File: src/rtl/grayscale_pipe.sv
// Three-stage RGB-to-gray converter with a valid/ready stream interface,
// a dark-pixel threshold flag and a per-frame dark-pixel counter.
module grayscale_pipe #(
  parameter int DATA_W = 10,
  parameter int CNT_W  = 20
) (
  input  logic              iCLK,
  input  logic              iRST,
  input  logic              iVALID,
  output logic              oREADY,
  input  logic              iSOF,
  input  logic [DATA_W-1:0] iRed,
  input  logic [DATA_W-1:0] iGreen,
  input  logic [DATA_W-1:0] iBlue,
  input  logic [1:0]        iMODE,
  input  logic [7:0]        iCoefR,
  input  logic [7:0]        iCoefG,
  input  logic [7:0]        iCoefB,
  input  logic [DATA_W-1:0] iTHRESH,
  output logic              oVALID,
  input  logic              iREADY,
  output logic [DATA_W-1:0] oDATA,
  output logic              oBIN,
  output logic              oSOF,
  output logic [CNT_W-1:0]  oFRAME_DARK
);

  localparam int PROD_W = DATA_W + 8;
  localparam int SUM_W  = DATA_W + 10;
  localparam logic [DATA_W-1:0] GRAY_MAX = '1;
  localparam logic [CNT_W-1:0]  CNT_MAX  = '1;

  function automatic logic [SUM_W-1:0] round_half_up(input logic [SUM_W-1:0] s);
    return (s + SUM_W'(128)) >> 8;
  endfunction

  function automatic logic [DATA_W-1:0] sat_gray(input logic [SUM_W-1:0] v);
    if (v > SUM_W'(GRAY_MAX)) return GRAY_MAX;
    return v[DATA_W-1:0];
  endfunction

  function automatic logic [CNT_W-1:0] sat_inc(input logic [CNT_W-1:0] c, input logic b);
    if (b && (c != CNT_MAX)) return c + CNT_W'(1);
    return c;
  endfunction

  function automatic logic [DATA_W-1:0] max3(input logic [DATA_W-1:0] a,
                                             input logic [DATA_W-1:0] b,
                                             input logic [DATA_W-1:0] c);
    logic [DATA_W-1:0] m;
    m = (a > b) ? a : b;
    return (m > c) ? m : c;
  endfunction

  logic en;
  assign en     = iREADY | ~oVALID;
  assign oREADY = en;

  // Weight selection: the max and green modes bypass the arithmetic path.
  logic [7:0]        wr_d, wg_d, wb_d;
  logic [DATA_W-1:0] sel_d;
  always_comb begin
    wr_d  = '0;
    wg_d  = '0;
    wb_d  = '0;
    sel_d = '0;
    case (iMODE)
      2'd0: begin
        wr_d = 8'd77;
        wg_d = 8'd151;
        wb_d = 8'd28;
      end
      2'd1: begin
        wr_d = iCoefR;
        wg_d = iCoefG;
        wb_d = iCoefB;
      end
      2'd2:    sel_d = max3(iRed, iGreen, iBlue);
      default: sel_d = iGreen;
    endcase
  end

  // ---- stage p1: weighted products / bypass select ----
  logic              vld_p1_q, sof_p1_q, use_sel_p1_q;
  logic [DATA_W-1:0] thr_p1_q, sel_p1_q;
  logic [PROD_W-1:0] prod_r_p1_q, prod_g_p1_q, prod_b_p1_q;

  // ---- stage p2: full-width sum ----
  logic              vld_p2_q, sof_p2_q, use_sel_p2_q;
  logic [DATA_W-1:0] thr_p2_q, sel_p2_q;
  logic [SUM_W-1:0]  sum_p2_q;

  // ---- stage p3: round, saturate, threshold ----
  logic              vld_p3_q, sof_p3_q, bin_p3_q;
  logic [DATA_W-1:0] data_p3_q;

  logic [DATA_W-1:0] gray_d;
  logic              bin_d;
  always_comb begin
    gray_d = use_sel_p2_q ? sel_p2_q : sat_gray(round_half_up(sum_p2_q));
    bin_d  = gray_d < thr_p2_q;
  end

  always_ff @(posedge iCLK) begin
    if (iRST) begin
      vld_p1_q  <= 1'b0;
      vld_p2_q  <= 1'b0;
      vld_p3_q  <= 1'b0;
      sof_p3_q  <= 1'b0;
      bin_p3_q  <= 1'b0;
      data_p3_q <= '0;
    end else if (en) begin
      vld_p1_q  <= iVALID;
      vld_p2_q  <= vld_p1_q;
      vld_p3_q  <= vld_p2_q;
      sof_p3_q  <= sof_p2_q;
      bin_p3_q  <= bin_d;
      data_p3_q <= gray_d;
    end
  end

  // Datapath registers carry no reset; their valids gate any use.
  always_ff @(posedge iCLK) begin
    if (en) begin
      sof_p1_q     <= iSOF;
      use_sel_p1_q <= iMODE[1];
      thr_p1_q     <= iTHRESH;
      sel_p1_q     <= sel_d;
      prod_r_p1_q  <= PROD_W'(wr_d) * PROD_W'(iRed);
      prod_g_p1_q  <= PROD_W'(wg_d) * PROD_W'(iGreen);
      prod_b_p1_q  <= PROD_W'(wb_d) * PROD_W'(iBlue);
      sof_p2_q     <= sof_p1_q;
      use_sel_p2_q <= use_sel_p1_q;
      thr_p2_q     <= thr_p1_q;
      sel_p2_q     <= sel_p1_q;
      sum_p2_q     <= SUM_W'(prod_r_p1_q) + SUM_W'(prod_g_p1_q) + SUM_W'(prod_b_p1_q);
    end
  end

  assign oVALID = vld_p3_q;
  assign oDATA  = data_p3_q;
  assign oBIN   = bin_p3_q;
  assign oSOF   = sof_p3_q;

  // Dark-pixel counter: a SOF pixel publishes the previous frame's count.
  logic             xfer_out;
  logic [CNT_W-1:0] cnt_q, cnt_d, frame_q, frame_d;
  assign xfer_out = vld_p3_q & iREADY;

  always_comb begin
    cnt_d   = cnt_q;
    frame_d = frame_q;
    if (xfer_out) begin
      if (sof_p3_q) begin
        frame_d = cnt_q;
        cnt_d   = CNT_W'(bin_p3_q);
      end else begin
        cnt_d = sat_inc(cnt_q, bin_p3_q);
      end
    end
  end

  always_ff @(posedge iCLK) begin
    if (iRST) begin
      cnt_q   <= '0;
      frame_q <= '0;
    end else begin
      cnt_q   <= cnt_d;
      frame_q <= frame_d;
    end
  end

  assign oFRAME_DARK = frame_q;

endmodule

File: config.mk
export PLATFORM = sky130hd
export DESIGN_NAME = grayscale_pipe
export DESIGN_NICKNAME = d
export VERILOG_FILES = /design/src/rtl/grayscale_pipe.sv
export SDC_FILE = /design/constraint.sdc
export NUM_CORES = 1
export LEC_CHECK = 0
export BUFFER_PORTS_ARGS = -buffer_cell sky130_fd_sc_hd__buf_2
export CORE_UTILIZATION = 45
export CTS_CLUSTER_DIAMETER = 50
export CTS_CLUSTER_SIZE = 12
export DETAILED_ROUTE_END_ITERATION = 12
export SYNTH_ARGS = -nofsm -noshare
export SYNTH_HDL_FRONTEND = slang
export SYNTH_SLANG_ARGS = --single-unit
export TNS_END_PERCENT = 20
File: constraint.sdc
create_clock -name iCLK -period 8.15 [get_ports iCLK]
set_clock_uncertainty 0.2 [all_clocks]
set_input_delay 0.4075 -clock iCLK [delete_from_list [all_inputs] [get_ports iCLK]]
set_output_delay 0.4075 -clock iCLK [all_outputs]
set_load 0.05 [all_outputs]
== Yosys cells after proc, flatten, opt, wreduce, memory -nomap -nowiden ==
Cells that the tools add are included.

* Add/sub/neg operators: 4
* Multiply operators: 3
* Magnitude comparators: 4
* Equal/unequal tests: 3
* Multiplexer cells: 16
* Bitwise operators: 3
* Reduce and logical (&&, ||, !) cells: 6

{| class="wikitable"
|+ Operators by type and width
! operator !! count
|-
| $mux 20 || 3
|-
| $mul 8x10->18 || 3
|-
| $mux 10 || 5
|-
| $pmux 8 s2 || 3
|-
| $add 19x18->20 || 1
|-
| $add 20x1->20 const B || 1
|-
| $add 20x8->20 const B || 1
|-
| $gt 10x10->1 || 2
|-
| $ne 20x20->1 const B || 1
|-
| $pmux 10 s2 || 1
|-
| $add 18x18->19 || 1
|-
| $gt 12x10->1 const B || 1
|-
| $lt 10x10->1 || 1
|-
| $mux 1 || 4
|-
| $reduce_and 2->1 || 2
|-
| $eq 2x1->1 const B || 1
|-
| $eq 2x2->1 const B || 1
|-
| $logic_not 2->1 || 1
|-
| $reduce_bool 2->1 || 1
|-
| $reduce_or 2->1 || 1
|-
| $and 1x1->1 || 1
|-
| $logic_and 1x1->1 || 1
|-
| $not 1->1 || 1
|-
| $or 1x1->1 || 1
|}

* Register bits: 173
* Input port bits: 71

== Depth between registers and ports, before layout ==
* Depth in word-level cells: 7
* Mapped depth: 20
* Gate-level depth less buffers: 19

== Worst setup path before layout ==
Ideal clock, no wire load.

* Path type: input to register
* Start point: input port iMODE[0]
* End point: register prod_r_p1_q[17], data pin
* Data arrival time: 5,003 ps
* Setup slack: 2,773 ps
* Stages: 20
* Buffers on the path: 3
* Path through: nor2b_1 > clkbuf_1 > clkbuf_1 > clkbuf_1 > nand3_1 > fa_1 > fa_1 > inv_1 > fa_1 > inv_1 > fa_1 > inv_1 > ha_1 > o21a_1 > o31a_1 > o211ai_1 > a21o_1 > a21o_1 > and3_1 > a311oi_1

* Cells in the longest elaborated chain, start to end: 3
* Elaborated cells on any way between the ends: 4
* Those cells by class: mul (1); eq/ne (1); mux (1); reduce/logical (1)

{| class="wikitable"
|+ Ends and longest elaborated chain
! item !! RTL line !! RTL
|-
| from (decl) || 15 || <nowiki>input logic [1:0] iMODE,</nowiki>
|-
| $eq 2x1->1 or $logic_not 2->1 (tied branches) || 67 || <nowiki>case (iMODE)</nowiki>
|-
| $pmux 8 s2 (*) || 67 ||
|-
| $mul 8x10->18 (*) || 129 || <nowiki>prod_r_p1_q <= PROD_W'(wr_d) * PROD_W'(iRed);</nowiki>
|-
| to (signal assigned) || 129 ||
|-
| to (decl) || 86 || <nowiki>logic [PROD_W-1:0] prod_r_p1_q, prod_g_p1_q, prod_b_p1_q;</nowiki>
|}

Every way passes the cells marked *; elsewhere a longest branch is shown, timed or not.
A chain may end at the register's enable or synchronous reset.

== Final worst setup path ==
* Start point: input port iMODE[1]
* End point: register prod_g_p1_q[17], data pin

* Cells in the longest elaborated chain, start to end: 3
* Elaborated cells on any way between the ends: 4
* Those cells by class: mul (1); eq/ne (1); mux (1); reduce/logical (1)

{| class="wikitable"
|+ Ends and longest elaborated chain
! item !! RTL line !! RTL
|-
| $eq 2x1->1 or $logic_not 2->1 (tied branches) || 67 ||
|-
| $pmux 8 s2 (*) || 67 ||
|-
| $mul 8x10->18 (*) || 130 || <nowiki>prod_g_p1_q <= PROD_W'(wg_d) * PROD_W'(iGreen);</nowiki>
|-
| to (signal assigned) || 130 ||
|-
| to (decl) || 86 ||
|}

Marks and branches as above.

==> results.md <==
- Worst Max-Slew Pin Slew: 1060 ps
- Setup crit start kind: input pin
- Max layer used: met5
- Max clock buf depth: 2
- Area of the die: 0.0359 mm2
- Slew margin rel.: 29.2%
- Sink Count: 166
- Die height: 190 um
- Power density cells: 226 mW/mm2
- Post-Syn Area: 0.0158 mm2
- Post-CTS Repair Setup Buffers: 0
- Clock Pin Slew Worst Setup and Hold Paths: 70 ps
- Final antenna diode count: 0
- Post-layout min period: 5800 ps
- Final nets: 2123
- Pins Over Slew Limit: 0
- IO Count: 105
- Setup TNS Final: 0 ps
- Status: finished, final reports clean
- Most common cell on crit path: fa_1
- CTS Buf Count: 17
- Initial Util: 45.8%
- Post-synth top area share: 21.1%
- Slowest stage delay, CP: 750 ps
- Worst path buffer plus inverter count: 4
- # resized after CTS: 0
- Vias per cell: 5.36
- Clk root buf: clkbuf_16
- TritonCTS clock tree: yes
- Number of synthesized register bits: 166
- Synth-to-Final Area Change: 10.8%
- Initial antenna violation count: 1
- Crit path kind: input pin to flop
- Routed Antenna Nets: 0
- Syn_area_per_cell: 9.70 um2
- Most used DFF post-synth: edfxtp_1
- # DRC: 0
- Final Util: 50.7%
- CP endpoint kind: flop
- Routed len/inst: 17.1 um
- Vias: 11.8k
- CP cell instances: buf_2 > a21oi_1 > nand2_1 > fa_1 > fa_1 > inv_1 > fa_1 > inv_1 > fa_1 > inv_1 > ha_1 > o21a_1 > o31a_1 > o211ai_1 > a21o_1 > a21o_1 > and3_1 > a311oi_1
- Hold Fails Final Rpt: 0
- Layout cells sized above 1: 8.68%
- Final WL: 37600 um
- Area contributors post-synth: edfxtp_1, fa_1, ha_1
- Netlist cell types: 68
- Number of global-route vias before repair: 11.7k
- Final non-filler cell area: 0.0175 mm2
- Sequential area share after synthesis: 28.0%
- Fmax: 0.173 GHz
- Post-Syn Instances: 1632
- Crit-path slowest cell: a21oi_1
- Final setup fails: 0
- PortBufs: 104
- Worst-Skew Late Latency: 430 ps
- Post-DP Area: 0.0168 mm2
- Leak: 8.75 nW
- Starting DRT DRC Count: 715
- Peak supply drop: 0.000263 V
- First-pass GRT wire length: 60900 um
- Hold-fix buffers, CTS: 11
- Post-Layout Cell Count: 2194
- Remaining Overflow, GRT: 0
- Number of synthesized flops with an enable pin: 111
- Final estimated routing congestion in global placement: 0.910
- Met3 wire length: 1900 um
- Num rows: 68
- GRT Util Overall: 21.8%
- Filler instances: 3298
- Max_cap viols: 0
- Post-synth ARST share: 0%
- Yosys Warn Count: 0
- Dpl hpwl: 29500 um
- Yosys top cell by area: edfxtp_1
- Core area: 0.0345 mm2
- Data arrival, critical path: 5750 ps
- Period utilization: 71.1%
- Syn Nets: 2026
- Placed Instances: 2154
- Htree depth: 4
- Met1 wire length: 17400 um
- RSZ-0062 raised after global routing: false
- Met2 WL: 17100 um
- HP Class: input pin to flop
- Largest net degree at the start of global routing: 69
- Required @ worst endpoint: 8100 ps
- Worst-path fanout max: 17
- TritonRoute pass-1 iters: 7
- CP top delay family: adder cells
- Hold slack final: 48.6 ps
- Die W: 190 um
[cells in the mapped netlist, types with 13 or more instances]
cell type	n
o21ai_0	29
nand2_1	144
nor2_1	63
xor2_1	22
and2_1	120
xnor2_1	32
and3_1	105
nor2b_1	13
fa_1	161
nor3_1	15
inv_1	256
edfxtp_1	111
nand3_1	35
dfxtp_1	55
a21oi_1	96
a21o_1	28
o21a_1	16
clkbuf_1	37
ha_1	162
[sequential cells by signal, indices dropped and copies added, names as in the netlist, 10 cells and up]
name         count
oFRAME_DARK     20
cnt_q           20
prod_b_p1_q     18
oDATA           10
prod_g_p1_q     18
sel_p1_q        10
thr_p1_q        10
prod_r_p1_q     18
sel_p2_q        10
sum_p2_q        13
thr_p2_q        10
[per-layer routing]
metal  up-vias  track usage [%]
met2       332             34.5
li1       5669                -
met1      5705             30.2
met5         -                0
met4         2             8.56
met3        50             2.82
[cell families (layout without fill, tap and decap cells)]
group | after synthesis | after routing | share of synthesized area (%)
DFF | 166 | 166 | 28.0
buffers and inverters | 299 | 406 | 7.13
muxes | 12 | 12 | 0.791
adders and majority gates | 323 | 323 | 33.2
xor gates and xnor gates | 54 | 54 | 2.99
and+or+nand+nor | 539 | 539 | 18.1
AOI/OAI and AO/OA | 239 | 239 | 9.78
[power breakdown]
part | leakage (nW) | internal, mW | switching, mW
Combinational | 6.79 | 0.776 | 1.06
Clock | 0.292 | 0.538 | 0.320
Sequential | 1.67 | 1.16 | 0.115
[worst register-to-register path, delay by kind of cell, from the launching register on]
family	cells	cell delay [ps]
adder cells (fa/ha/maj)	2	480
AND/OR/NAND/NOR	3	370
XOR/XNOR	1	160
flip-flops	1	420
multiplexers	1	420
AO/OA/AOI/OAI	7	1490
[layout make-up]
| type | instances | area, um2 | area share (%) |
|---|---|---|---|
| multi-input combinational | 1167 | 10300 | 58.6 |
| clock inverter | 9 | 179 | 1.02 |
| sequential | 166 | 4430 | 25.3 |
| clock buffer | 20 | 437 | 2.49 |
| inverter | 256 | 963 | 5.50 |
| tap | 455 | 569 | 3.25 |
| timing repair buffer | 121 | 676 | 3.85 |
[placed cells by master, fill, tap and decap left out, types with 7 or more instances in the layout]
| master | instances |
|---|---|
| a21oi_1 | 96 |
| o21a_1 | 16 |
| clkbuf_16 | 17 |
| nand2_1 | 144 |
| fa_1 | 161 |
| dfxtp_1 | 55 |
| nor3_1 | 15 |
| a211oi_1 | 7 |
| o21ai_0 | 29 |
| nand4_1 | 12 |
| buf_2 | 104 |
| xor2_1 | 22 |
| o221ai_1 | 11 |
| xnor2_1 | 32 |
| ha_1 | 162 |
| dlygate4sd3_1 | 11 |
| edfxtp_1 | 111 |
| nor2b_1 | 12 |
| nand3_1 | 35 |
| mux2i_1 | 10 |
| a21o_1 | 28 |
| inv_1 | 255 |
| a31oi_1 | 9 |
| nor2_1 | 63 |
| and3_1 | 105 |
| and2_1 | 120 |
[stage by stage]
stage / setup WS [ps] / total power [mW]
after CTS: 2410 / 4.01
after global placement: 2030 / 3.09
after floorplan: 2770 / 2.66
final: 2350 / 3.97
after global routing: 2130 / 4.29
after detailed placement: 1950 / 3.12
[final timing paths]
| path | from | end | slack, ps | cells past startpoint |
|---|---|---|---|---|
| worst max-delay path | iMODE[1] | prod_g_p1_q[17] | 2350 | 18 |
| worst min-delay path | iVALID | vld_p1_q | 50 | 3 |
| worst max register to register | sum_p2_q[7] | oBIN | 4550 | 14 |
| worst min register to register | sel_p1_q[2] | sel_p2_q[2] | 220 | 0 |
(Power assumes the default switching activity.)
